<file path="src/rtl/sram_arb_pkg.sv">
// ----------------------------------------------------------------------------
// sram_arb_pkg
// Shared types for the SRAM arbiter: the per-cycle slot encoding, the read
// client identifier and the tag that travels down the read-return pipe
// alongside each SRAM read so the data can be steered to its issuer.
// ----------------------------------------------------------------------------
package sram_arb_pkg;

    typedef enum logic [1:0] {
        SLOT_IDLE = 2'd0,
        SLOT_RD0  = 2'd1,
        SLOT_RD1  = 2'd2,
        SLOT_WR   = 2'd3
    } slot_e;

    typedef logic client_id_t;

    localparam client_id_t CLIENT_RD0 = 1'b0;
    localparam client_id_t CLIENT_RD1 = 1'b1;

    typedef struct packed {
        logic       vld;
        client_id_t id;
    } rd_tag_t;

    // Converts a slot decision into the tag that accompanies the SRAM access.
    function automatic rd_tag_t make_tag(input slot_e slot);
        rd_tag_t tag;
        case (slot)
            SLOT_RD0: begin
                tag.vld = 1'b1;
                tag.id  = CLIENT_RD0;
            end
            SLOT_RD1: begin
                tag.vld = 1'b1;
                tag.id  = CLIENT_RD1;
            end
            default: begin
                tag.vld = 1'b0;
                tag.id  = CLIENT_RD0;
            end
        endcase
        return tag;
    endfunction

endpackage

</file>
<file path="src/rtl/sram_arb_wfifo.sv">
// ----------------------------------------------------------------------------
// sram_arb_wfifo
// Synchronous FIFO holding pending {addr,data} writes for the SRAM arbiter.
// A push is taken only while not full (full is evaluated before any pop in the
// same cycle); a pop is taken only while not empty. Pointers wrap naturally
// because DEPTH is a power of two.
// Ports:
//   clk, rst_n  clock, asynchronous active-low reset
//   push_i      push request, data_i is the entry
//   pop_i       pop request, data_o shows the head entry (combinational)
//   full_o      DEPTH entries stored
//   empty_o     no entries stored
// ----------------------------------------------------------------------------
module sram_arb_wfifo #(
    parameter int W     = 38,
    parameter int DEPTH = 8
) (
    input  logic         clk,
    input  logic         rst_n,
    input  logic         push_i,
    input  logic [W-1:0] data_i,
    input  logic         pop_i,
    output logic [W-1:0] data_o,
    output logic         full_o,
    output logic         empty_o
);

    localparam int PTR_W = $clog2(DEPTH);
    localparam logic [PTR_W-1:0] PTR_ONE  = PTR_W'(1);
    localparam logic [PTR_W:0]   CNT_ONE  = (PTR_W + 1)'(1);
    localparam logic [PTR_W:0]   CNT_FULL = (PTR_W + 1)'(DEPTH);

    logic [W-1:0]     mem_q [DEPTH];
    logic [PTR_W-1:0] wptr_q;
    logic [PTR_W-1:0] rptr_q;
    logic [PTR_W:0]   count_q;
    logic [PTR_W:0]   count_d;
    logic             push_ok_s;
    logic             pop_ok_s;

    assign full_o    = (count_q == CNT_FULL);
    assign empty_o   = (count_q == {(PTR_W + 1){1'b0}});
    assign push_ok_s = push_i && !full_o;
    assign pop_ok_s  = pop_i && !empty_o;
    assign data_o    = mem_q[rptr_q];

    // Occupancy next-state from the accepted push/pop pair.
    always_comb begin
        count_d = count_q;
        if (push_ok_s && !pop_ok_s) begin
            count_d = count_q + CNT_ONE;
        end else if (!push_ok_s && pop_ok_s) begin
            count_d = count_q - CNT_ONE;
        end else begin
            count_d = count_q;
        end
    end

    // Pointer and occupancy registers.
    always_ff @(posedge clk or negedge rst_n) begin
        if (!rst_n) begin
            wptr_q  <= {PTR_W{1'b0}};
            rptr_q  <= {PTR_W{1'b0}};
            count_q <= {(PTR_W + 1){1'b0}};
        end else begin
            wptr_q  <= push_ok_s ? (wptr_q + PTR_ONE) : wptr_q;
            rptr_q  <= pop_ok_s ? (rptr_q + PTR_ONE) : rptr_q;
            count_q <= count_d;
        end
    end

    // Entry storage; contents are don't-care until written, so no reset.
    always_ff @(posedge clk) begin
        if (push_ok_s) begin
            mem_q[wptr_q] <= data_i;
        end
    end

endmodule

</file>
<file path="src/rtl/sram_arbiter.sv">
// ----------------------------------------------------------------------------
// sram_arbiter
// Shares one single-port SRAM interface between two scan-out read clients
// (rd0 foreground, rd1 background) and one capture write client. One access
// (read or write) is issued per cycle. Writes are buffered in a FIFO and are
// forced out when the FIFO is full or has waited STARVE_LIMIT cycles, so the
// capture path never loses data while wr_ready is honoured.
// Each read carries a tag down a pipe matching the SRAM read latency so the
// returned word is routed to the client that issued it.
//
// Build option: define SRAM_ARB_RR_EN to arbitrate rd0/rd1 round-robin
// (last-granted reader loses a tie, rd0 favoured out of reset). Without it
// rd0 has fixed priority over rd1.
//
// Ports:
//   clk, rst_n                 clock, asynchronous active-low reset
//   rdX_req/rdX_addr           read request, held with address until grant
//   rdX_grant                  combinational: request accepted this cycle
//   rdX_valid/rdX_data         1-cycle return pulse; data held until next pulse
//   wr_req/wr_addr/wr_data     write push, accepted only when wr_ready
//   wr_ready                   write FIFO not full
//   wr_overflow                sticky: push attempted while full
//   mem_re/mem_raddr           registered SRAM read strobe and address
//   mem_we/mem_waddr/mem_wdata registered SRAM write strobe, address, data
//   mem_rdata                  SRAM read data, valid RD_LATENCY cycles after mem_re
// ----------------------------------------------------------------------------
module sram_arbiter
    import sram_arb_pkg::*;
#(
    parameter int ADDR_W       = 20,
    parameter int DATA_W       = 18,
    parameter int WFIFO_DEPTH  = 8,
    parameter int RD_LATENCY   = 3,
    parameter int STARVE_LIMIT = 16
) (
    input  logic              clk,
    input  logic              rst_n,
    input  logic              rd0_req,
    input  logic [ADDR_W-1:0] rd0_addr,
    output logic              rd0_grant,
    output logic              rd0_valid,
    output logic [DATA_W-1:0] rd0_data,
    input  logic              rd1_req,
    input  logic [ADDR_W-1:0] rd1_addr,
    output logic              rd1_grant,
    output logic              rd1_valid,
    output logic [DATA_W-1:0] rd1_data,
    input  logic              wr_req,
    input  logic [ADDR_W-1:0] wr_addr,
    input  logic [DATA_W-1:0] wr_data,
    output logic              wr_ready,
    output logic              wr_overflow,
    output logic              mem_re,
    output logic [ADDR_W-1:0] mem_raddr,
    output logic              mem_we,
    output logic [ADDR_W-1:0] mem_waddr,
    output logic [DATA_W-1:0] mem_wdata,
    input  logic [DATA_W-1:0] mem_rdata
);

    localparam int FIFO_W   = ADDR_W + DATA_W;
    localparam int STARVE_W = $clog2(STARVE_LIMIT + 1);
    localparam logic [STARVE_W-1:0] STARVE_MAX = STARVE_W'(STARVE_LIMIT);
    localparam logic [STARVE_W-1:0] STARVE_ONE = STARVE_W'(1);

    slot_e               slot_d;
    slot_e               slot_q;
    logic                fifo_full_s;
    logic                fifo_empty_s;
    logic [FIFO_W-1:0]   fifo_dout_s;
    logic                wr_forced_s;
    logic [STARVE_W-1:0] starve_q;
    logic                overflow_q;
    logic                mem_re_q;
    logic [ADDR_W-1:0]   mem_raddr_q;
    logic                mem_we_q;
    logic [ADDR_W-1:0]   mem_waddr_q;
    logic [DATA_W-1:0]   mem_wdata_q;
    logic [DATA_W-1:0]   rd0_hold_q;
    logic [DATA_W-1:0]   rd1_hold_q;
    logic                rd0_valid_s;
    logic                rd1_valid_s;
    // slot_q is stage 0 of the return pipe; tag_q[k] is k cycles behind it.
    rd_tag_t             tag_q [1:RD_LATENCY];
`ifdef SRAM_ARB_RR_EN
    client_id_t          last_rd_q;
`endif

    sram_arb_wfifo #(
        .W     (FIFO_W),
        .DEPTH (WFIFO_DEPTH)
    ) u_wfifo (
        .clk     (clk),
        .rst_n   (rst_n),
        .push_i  (wr_req),
        .data_i  ({wr_addr, wr_data}),
        .pop_i   (slot_d == SLOT_WR),
        .data_o  (fifo_dout_s),
        .full_o  (fifo_full_s),
        .empty_o (fifo_empty_s)
    );

    // A pending write pre-empts readers once the FIFO is full or has starved.
    assign wr_forced_s = !fifo_empty_s && (fifo_full_s || (starve_q == STARVE_MAX));

    // Slot decision for this cycle.
    always_comb begin
        slot_d = SLOT_IDLE;
        if (wr_forced_s) begin
            slot_d = SLOT_WR;
        end else if (rd0_req && rd1_req) begin
`ifdef SRAM_ARB_RR_EN
            slot_d = (last_rd_q == CLIENT_RD0) ? SLOT_RD1 : SLOT_RD0;
`else
            slot_d = SLOT_RD0;
`endif
        end else if (rd0_req) begin
            slot_d = SLOT_RD0;
        end else if (rd1_req) begin
            slot_d = SLOT_RD1;
        end else if (!fifo_empty_s) begin
            slot_d = SLOT_WR;
        end else begin
            slot_d = SLOT_IDLE;
        end
    end

    assign rd0_grant   = (slot_d == SLOT_RD0);
    assign rd1_grant   = (slot_d == SLOT_RD1);
    assign wr_ready    = !fifo_full_s;
    assign wr_overflow = overflow_q;

    assign mem_re    = mem_re_q;
    assign mem_raddr = mem_raddr_q;
    assign mem_we    = mem_we_q;
    assign mem_waddr = mem_waddr_q;
    assign mem_wdata = mem_wdata_q;

    // The last tag stage lines up with the cycle mem_rdata carries that read.
    assign rd0_valid_s = tag_q[RD_LATENCY].vld && (tag_q[RD_LATENCY].id == CLIENT_RD0);
    assign rd1_valid_s = tag_q[RD_LATENCY].vld && (tag_q[RD_LATENCY].id == CLIENT_RD1);
    assign rd0_valid   = rd0_valid_s;
    assign rd1_valid   = rd1_valid_s;
    assign rd0_data    = rd0_valid_s ? mem_rdata : rd0_hold_q;
    assign rd1_data    = rd1_valid_s ? mem_rdata : rd1_hold_q;

    // Slot FSM with registered SRAM strobes, starvation counter, tag pipe,
    // sticky overflow and read-data hold registers.
    always_ff @(posedge clk or negedge rst_n) begin
        if (!rst_n) begin
            slot_q      <= SLOT_IDLE;
            mem_re_q    <= 1'b0;
            mem_raddr_q <= {ADDR_W{1'b0}};
            mem_we_q    <= 1'b0;
            mem_waddr_q <= {ADDR_W{1'b0}};
            mem_wdata_q <= {DATA_W{1'b0}};
            starve_q    <= {STARVE_W{1'b0}};
            overflow_q  <= 1'b0;
            rd0_hold_q  <= {DATA_W{1'b0}};
            rd1_hold_q  <= {DATA_W{1'b0}};
            for (int k = 1; k <= RD_LATENCY; k++) begin
                tag_q[k] <= '{vld: 1'b0, id: CLIENT_RD0};
            end
`ifdef SRAM_ARB_RR_EN
            last_rd_q   <= CLIENT_RD1;
`endif
        end else begin
            slot_q   <= slot_d;
            mem_re_q <= (slot_d == SLOT_RD0) || (slot_d == SLOT_RD1);
            mem_we_q <= (slot_d == SLOT_WR);

            case (slot_d)
                SLOT_RD0: mem_raddr_q <= rd0_addr;
                SLOT_RD1: mem_raddr_q <= rd1_addr;
                default:  mem_raddr_q <= mem_raddr_q;
            endcase

            if (slot_d == SLOT_WR) begin
                mem_waddr_q <= fifo_dout_s[FIFO_W-1:DATA_W];
                mem_wdata_q <= fifo_dout_s[DATA_W-1:0];
            end else begin
                mem_waddr_q <= mem_waddr_q;
                mem_wdata_q <= mem_wdata_q;
            end

            if (fifo_empty_s || (slot_d == SLOT_WR)) begin
                starve_q <= {STARVE_W{1'b0}};
            end else if (starve_q != STARVE_MAX) begin
                starve_q <= starve_q + STARVE_ONE;
            end else begin
                starve_q <= starve_q;
            end

            overflow_q <= overflow_q || (wr_req && fifo_full_s);

            tag_q[1] <= make_tag(slot_q);
            for (int k = 2; k <= RD_LATENCY; k++) begin
                tag_q[k] <= tag_q[k-1];
            end

            rd0_hold_q <= rd0_valid_s ? mem_rdata : rd0_hold_q;
            rd1_hold_q <= rd1_valid_s ? mem_rdata : rd1_hold_q;

`ifdef SRAM_ARB_RR_EN
            case (slot_d)
                SLOT_RD0: last_rd_q <= CLIENT_RD0;
                SLOT_RD1: last_rd_q <= CLIENT_RD1;
                default:  last_rd_q <= last_rd_q;
            endcase
`endif
        end
    end

endmodule
</file>
<file path="config.mk">
export PLATFORM = sky130hd
export DESIGN_NAME = sram_arbiter
export DESIGN_NICKNAME = d
export VERILOG_FILES = /design/src/rtl/sram_arb_pkg.sv /design/src/rtl/sram_arb_wfifo.sv /design/src/rtl/sram_arbiter.sv
export SDC_FILE = /design/constraint.sdc
export NUM_CORES = 1
export LEC_CHECK = 0
export ABC_AREA = 1
export CAP_MARGIN = 20
export CORE_ASPECT_RATIO = 0.75
export CORE_MARGIN = 2
export CORE_UTILIZATION = 35
export DETAILED_ROUTE_END_ITERATION = 10
export GPL_ROUTABILITY_DRIVEN = 0
export RECOVER_POWER = 50
export REMOVE_ABC_BUFFERS = 1
export SETUP_SLACK_MARGIN = 0.4
export SYNTH_ARGS = -nofsm -noshare
export SYNTH_HDL_FRONTEND = slang
export SYNTH_SLANG_ARGS = --single-unit
</file>
<file path="constraint.sdc">
create_clock -name clk -period 2.9 [get_ports clk]
set_input_delay 0.725 -clock clk [delete_from_list [all_inputs] [get_ports clk]]
set_output_delay 0.725 -clock clk [all_outputs]
set_load 0.01 [all_outputs]
</file>
==> results.json, run 1 <==
{
  "holdPathStages": 0,
  "yosysWarnings": 0,
  "relSlewSlack_pct": -4.398,
  "clock_power_share_pct": 25.1,
  "crit_slowest_cell": "dfrtp_2",
  "p_sw_share_pct": 36.03,
  "fin_crit_sh_pct": 92.26,
  "drt_iter0_markers": 684,
  "synth_area_leaders": "edfxtp_1 (52%), dfrtp_1 (17%), nand2_1 (12%)",
  "synth_top_area_share_pct": 51.79,
  "holdPathEnd": "tag_q[3]",
  "fin_cells": 2636,
  "synth.ff_latch_count": 424,
  "grt_usage_pct": 17.05,
  "num-nets-final": 2053,
  "switchingPower_mw": 8.131,
  "ff2ff_path_depth": 11,
  "drt-total-wl_mm": 44.85,
  "pwr-share-seq_pct": 37.9,
  "port_buffers": 202,
  "dr.pass1.iters": 5,
  "slew_viol_final": 55,
  "htree_levels": 2,
  "ir_worst_vdd_mv": 0.9888,
  "path_cells": "nor2_4 > nand3_1 > a21oi_4 > inv_2 > nand2_2 > inv_2 > ha_2 > buf_6",
  "core_region_area_um2": 49930,
  "min_path_type": "register to register",
  "setup_viol": 0,
  "initial_core_util_pct": 35.31,
  "hpwl_mm": 25.47,
  "antenna_found_initial": 7,
  "insertion_delay_ns": 0.57,
  "grt_max_degree": 154,
  "cp.required_ns": 2.17,
  "mostFrequentLayoutCell": "nand2_1",
  "arrival_ns": 1.95,
  "reg2reg_from": "u_wfifo.count_q[1]",
  "hold_viol": 0,
  "drv_cap": 1,
  "r2r_end": "mem_raddr[7]",
  "dp_slack_ns": -0.04874,
  "path_buf_inv": 3,
  "p_leak_nw": 9.799,
  "grt_setup_unrepaired": "yes",
  "clkTransAtPathRegs_ns": 0.06,
  "path_delay_family": "flip-flops",
  "avgSynthCellArea_um2": 10.35,
  "fmax_mhz": 373.8,
  "wl_per_cell_um": 17.01,
  "status": "finished, violations left",
  "dp.cells": 2527,
  "vias": 12120,
  "ys_seq_area_share_pct": 68.82,
  "crit_path_max_incr_delay_ns": 0.43,
  "path_common_cell": "inv_2",
  "fp.dieH_um": 198.4,
  "grt_first_pass_wirelength_mm": 68.55,
  "yosysTopAreaCell": "edfxtp_1",
  "p_int_mw": 14.44,
  "dieArea_um2": 52200,
  "grt_overflow": 0,
  "chipWidth_um": 263.1,
  "clockRootBuffer": "clkbuf_16",
  "min_from": "tag_q[5]",
  "drive_above_1_share_pct": 11.35,
  "tightest_slew_ns": 1.566,
  "cts_sinks": 424,
  "fp-row-count": 71,
  "synth.distinct_cells": 22,
  "violations": "capacitance limit, slew limit",
  "drc": 0,
  "area_delta_synth_final_pct": 26.57,
  "final.setup.worst_slack_ns": 0.2245,
  "power_density_nw_per_um2": 1012,
  "critPathKind": "register to primary output",
  "r2r_slack_ns": 0.37,
  "io_pins": 203,
  "cp-end-kind": "primary output",
  "critPathLaunchType": "register",
  "period_needed_ns": 2.675,
  "grt_pass1_vias": 11860,
  "final_core_util_pct": 44.69,
  "synth_area_um2": 17630,
  "cts-buffers-inserted": 43,
  "synth_cells": 1704,
  "cts_tree": "built",
  "pwr-share-comb_pct": 36.9,
  "viasPerCell": 4.598,
  "cp_max_fo": 3,
  "final_cell_mix": "nand2_1 (543), edfxtp_1 (304), inv_1 (261)",
  "postRouteAntennaNets": 0,
  "clockBufferDepth": 3,
  "clock_skew_ns": 0.02156
}
==> metrics by stage <==
| step | setup TNS [ns] | power (mW) | instance area [um2] | hold slack, ns |
|---|---|---|---|---|
| finish | 0 | 22.57 | 22310 | 0.3462 |
| global route | 0 | 24.01 | 22300 | 0.3549 |
| CTS | 0 | 22.77 | 22270 | 0.1349 |
| detailed placement | -0.1170 | 16.89 | 20610 | 0.3418 |
| global placement | -0.1056 | 16.74 | 20610 | 0.3382 |
| floorplan | -127.93 | 12.97 | 17190 | 0.3312 |
==> worst reg2reg max path, cell delays in order (launching register included) <==
cell,delay [ns]
dfrtp_2,0.43
nor2_4,0.16
nand3_1,0.17
a21oi_4,0.17
inv_2,0.05
nand2_2,0.08
inv_2,0.04
ha_2,0.27
inv_1,0.05
clkbuf_1,0.78
nor2_1,0.09
a21oi_1,0.16
==> worst max-delay path by stage <==
stage | from | endpoint | slack (ns) | depth (start not counted)
2_1_floorplan | u_wfifo.rptr_q[0] | mem_waddr[0] | -1.55 | 7
6_report | u_wfifo.count_q[1] | rd0_grant | 0.22 | 8
5_1_grt | tag_q[1] | rd0_data[12] | 0.1 | 6
4_1_cts | u_wfifo.count_q[0] | rd0_grant | 0.27 | 8
3_3_place_gp | rd1_req | u_wfifo.count_q[3] | -0.07 | 17
3_5_place_dp | rd1_req | u_wfifo.count_q[3] | -0.05 | 15
==> per-layer routing <==
metal  wire, um  track usage, %
met1      19910           22.97
met2      21480           28.13
met3       2439           3.184
met4        996           5.164
met5         21               0
==> logic make-up (layout without fill, tap and decap cells) <==
kind of cell / after synthesis / after routing / share of synthesized area [%]
compound gates: 85 / 85 / 2.427
xor+xnor: 7 / 7 / 0.3478
fa+ha+maj: 12 / 12 / 0.8943
buf+inv: 354 / 624 / 8.290
flops: 424 / 424 / 68.82
other cells: 0 / 5 / 0
simple gates: 822 / 822 / 19.22
==> registers in the layout (all words and copies together) (netlist names), 5 cells and up <==
| signal | count |
|---|---|
| tag_q | 6 |
| rd1_hold_q | 18 |
| u_wfifo.mem_q | 304 |
| mem_raddr | 20 |
| mem_wdata | 18 |
| rd0_hold_q | 18 |
| starve_q | 5 |
| mem_waddr | 20 |
==> synth_stat cells <==
| master | number |
|---|---|
| or2_2 | 2 |
| xor2_1 | 4 |
| inv_4 | 1 |
| dfrtp_1 | 120 |
| fa_1 | 1 |
| nand3_1 | 237 |
| clkbuf_1 | 24 |
| buf_6 | 9 |
| ha_1 | 11 |
| o21bai_1 | 1 |
| buf_1 | 8 |
| a21oi_1 | 44 |
| buf_4 | 5 |
| nand2_1 | 546 |
| o21ai_0 | 40 |
| inv_2 | 2 |
| nor3_1 | 1 |
| edfxtp_1 | 304 |
| inv_1 | 270 |
| buf_2 | 35 |
| xnor2_1 | 3 |
| nor2_1 | 36 |
==> repair_timing <==
| action | 4_1_cts | 5_1_grt |
|---|---|---|
| gates cloned | 2 | 1 |
| resized for setup | 224 | 62 |
| pin swaps | 9 | 13 |
| setup buffers | 11 | 11 |
| hold buffers | 0 | 0 |
| setup endpoints to repair | 78 | 73 |
==> final cells by class <==
cell class / count / area, um2
well taps: 657 / 822.0
clock inverters: 23 / 236.5
repair inverters: 2 / 22.52
flip-flops and latches: 424 / 12140
clock buffers: 56 / 1206
fillers: 4603 / 27610
repair buffers: 270 / 2584
multi-input cells: 926 / 4240
diodes: 5 / 12.51
inverters: 273 / 1044
==> power groups by stage <==
stage | registers [mW] | logic, mW | clock network [mW]
floorplan | 9.10 | 3.88 | 0
global placement | 8.64 | 8.10 | 0
detailed placement | 8.68 | 8.21 | 0
CTS | 8.56 | 8.41 | 5.80
global route | 8.71 | 9.27 | 6.03
finish | 8.56 | 8.34 | 5.67
Note: power is estimated with default switching activity, not from simulation.
==> inputs of run 2 (changes only) <==
- MAX_ROUTING_LAYER: default -> met4
- REMOVE_ABC_BUFFERS: 1 -> default
- SLEW_MARGIN: default -> 20
==> results.json, run 2 (synthesis results as in run 1) <==
{
  "fp.dieH_um": 198.4,
  "viasPerCell": 4.610,
  "path_delay_family": "buffers and inverters",
  "status": "finished, violations left",
  "clkTransAtPathRegs_ns": 0.06,
  "dieArea_um2": 52200,
  "io_pins": 203,
  "clock_skew_ns": 0.02198,
  "area_delta_synth_final_pct": 28.99,
  "hold_viol": 0,
  "crit_path_max_incr_delay_ns": 0.35,
  "setup_viol": 0,
  "grt_first_pass_wirelength_mm": 67.04,
  "drt_iter0_markers": 829,
  "final_cell_mix": "nand2_1 (538), edfxtp_1 (304), inv_1 (262)",
  "reg2reg_from": "starve_q[0]",
  "critPathLaunchType": "register",
  "insertion_delay_ns": 0.57,
  "grt_usage_pct": 17.09,
  "slew_viol_final": 62,
  "arrival_ns": 3.19,
  "clockRootBuffer": "clkbuf_16",
  "antenna_found_initial": 9,
  "largest_reg_flops": 304,
  "chipWidth_um": 263.1,
  "period_needed_ns": 2.739,
  "cp.required_ns": 3.35,
  "ff2ff_path_depth": 22,
  "drive_above_1_share_pct": 12.22,
  "grt_max_degree": 154,
  "fin_crit_sh_pct": 94.46,
  "cts_tree": "built",
  "relSlewSlack_pct": -12.59,
  "final_core_util_pct": 45.54,
  "path_cells": "inv_1 > buf_6 > buf_6 > buf_4 > buf_4 > buf_6 > buf_6 > buf_6 > buf_6 > buf_6 > buf_6 > buf_4 > buf_6 > buf_6 > buf_6 > buf_6 > buf_6 > buf_6 > buf_6 > buf_6 > nand2_4 > a21oi_2",
  "hpwl_mm": 24.12,
  "cts_sinks": 424,
  "num-nets-final": 2058,
  "setup_tns_ns": 0,
  "port_buffers": 202,
  "fmax_mhz": 365.0,
  "min_from": "tag_q[5]",
  "violations": "capacitance limit, slew limit",
  "tightest_slew_ns": 1.689,
  "critPathKind": "register to register",
  "hold_ws_ns": 0.3475,
  "clockBufferDepth": 3,
  "postRouteAntennaNets": 0,
  "initial_core_util_pct": 35.31,
  "drv_cap": 1,
  "core_region_area_um2": 49930,
  "path_common_cell": "buf_6",
  "cts_hold_buf": 0,
  "crit_slowest_cell": "dfrtp_1",
  "drt-total-wl_mm": 44.22,
  "synth_nets": 1817,
  "drc": 0,
  "cp.depth": 22,
  "cp_max_fo": 2,
  "dr.pass1.iters": 5,
  "cp-end-kind": "register",
  "htree_levels": 2,
  "power_density_nw_per_um2": 1023,
  "cts-buffers-inserted": 44,
  "wl_per_cell_um": 16.73,
  "p_leak_nw": 9.905,
  "r2r_end": "starve_q[0]",
  "holdPathEnd": "tag_q[3]",
  "min_path_type": "register to register",
  "ir_worst_vdd_mv": 0.7971,
  "holdPathStages": 0,
  "grt_setup_unrepaired": "yes",
  "path_buf_inv": 20,
  "largest-register": "u_wfifo.mem_q",
  "placed_cell_area_um2": 20570,
  "grt_pass1_vias": 12030,
  "finalInstanceArea_um2": 22740,
  "r2r_slack_ns": 0.16,
  "vias": 12180,
  "mostFrequentLayoutCell": "nand2_1",
  "fp-row-count": 71,
  "grt_overflow": 0
}
==> run 2: cell count changes in the layout (fill, tap and decap cells not counted), sizes merged <==
cell,change
buf,+4
clkbuf,+7
clkdlybuf4s15,-2
clkinv,-2
clkinvlp,-2
diode,+1
dlygate4sd2,+2
dlymetal6s2s,-2
inv,+1
==> run 2: report_power, final <==
group	switching, mW	internal (mW)	leakage [nW]	total (mW)
Clock	2.31	3.32	0.704	5.62
Sequential	0.548	7.99	4.20	8.54
Combinational	5.46	3.64	5.00	9.10
Total	8.31	14.9	9.91	23.3
==> run 2: worst max path at each step <==
| stage | from | end |
|---|---|---|
| 2_1_floorplan | wr_req | u_wfifo.mem_q[1][0] |
| 3_5_place_dp | rd1_req | u_wfifo.count_q[3] |
| 4_1_cts | starve_q[0] | rd1_grant |
| 5_1_grt | starve_q[0] | mem_raddr[5] |
| 6_report | starve_q[0] | starve_q[0] |
| 3_3_place_gp | rd1_req | u_wfifo.count_q[3] |
==> run 2: through the flow <==
step                      power [mW]  instances  setup slack [ns]
after CTS                      22.91       2633            0.1988
final                          23.26       2643            0.1606
after global routing           24.69       2642           0.08502
after global placement         16.66       2517          -0.06429
after floorplan                13.33       1704           -0.1632
after detailed placement       16.84       2517           -0.1324
==> run 2: per-layer routing <==
layer / global-route usage, % / part of all wire [%]
met5: - / 0
met3: 3.805 / 4.9
met2: 27.19 / 48
met1: 22.24 / 45
met4: 4.444 / 1.7
==> run 2: final cells by class <==
type,instances,area (um2)
Antenna cell,6,15.01
Clock buffer,60,1224
Clock inverter,21,207.7
Fill cell,4536,27190
Inverter,273,1045
Multi-Input combinational cell,926,4492
Sequential cell,424,12140
Tap cell,657,822.0
Timing Repair Buffer,275,2773
Timing Repair inverter,1,20.02
==> run 2: what timing repair did <==
action | CTS | global route
resized for setup | 240 | 116
setup endpoints to repair | 86 | 48
gates cloned | 2 | 0
setup buffers | 33 | 4
pin swaps | 13 | 9
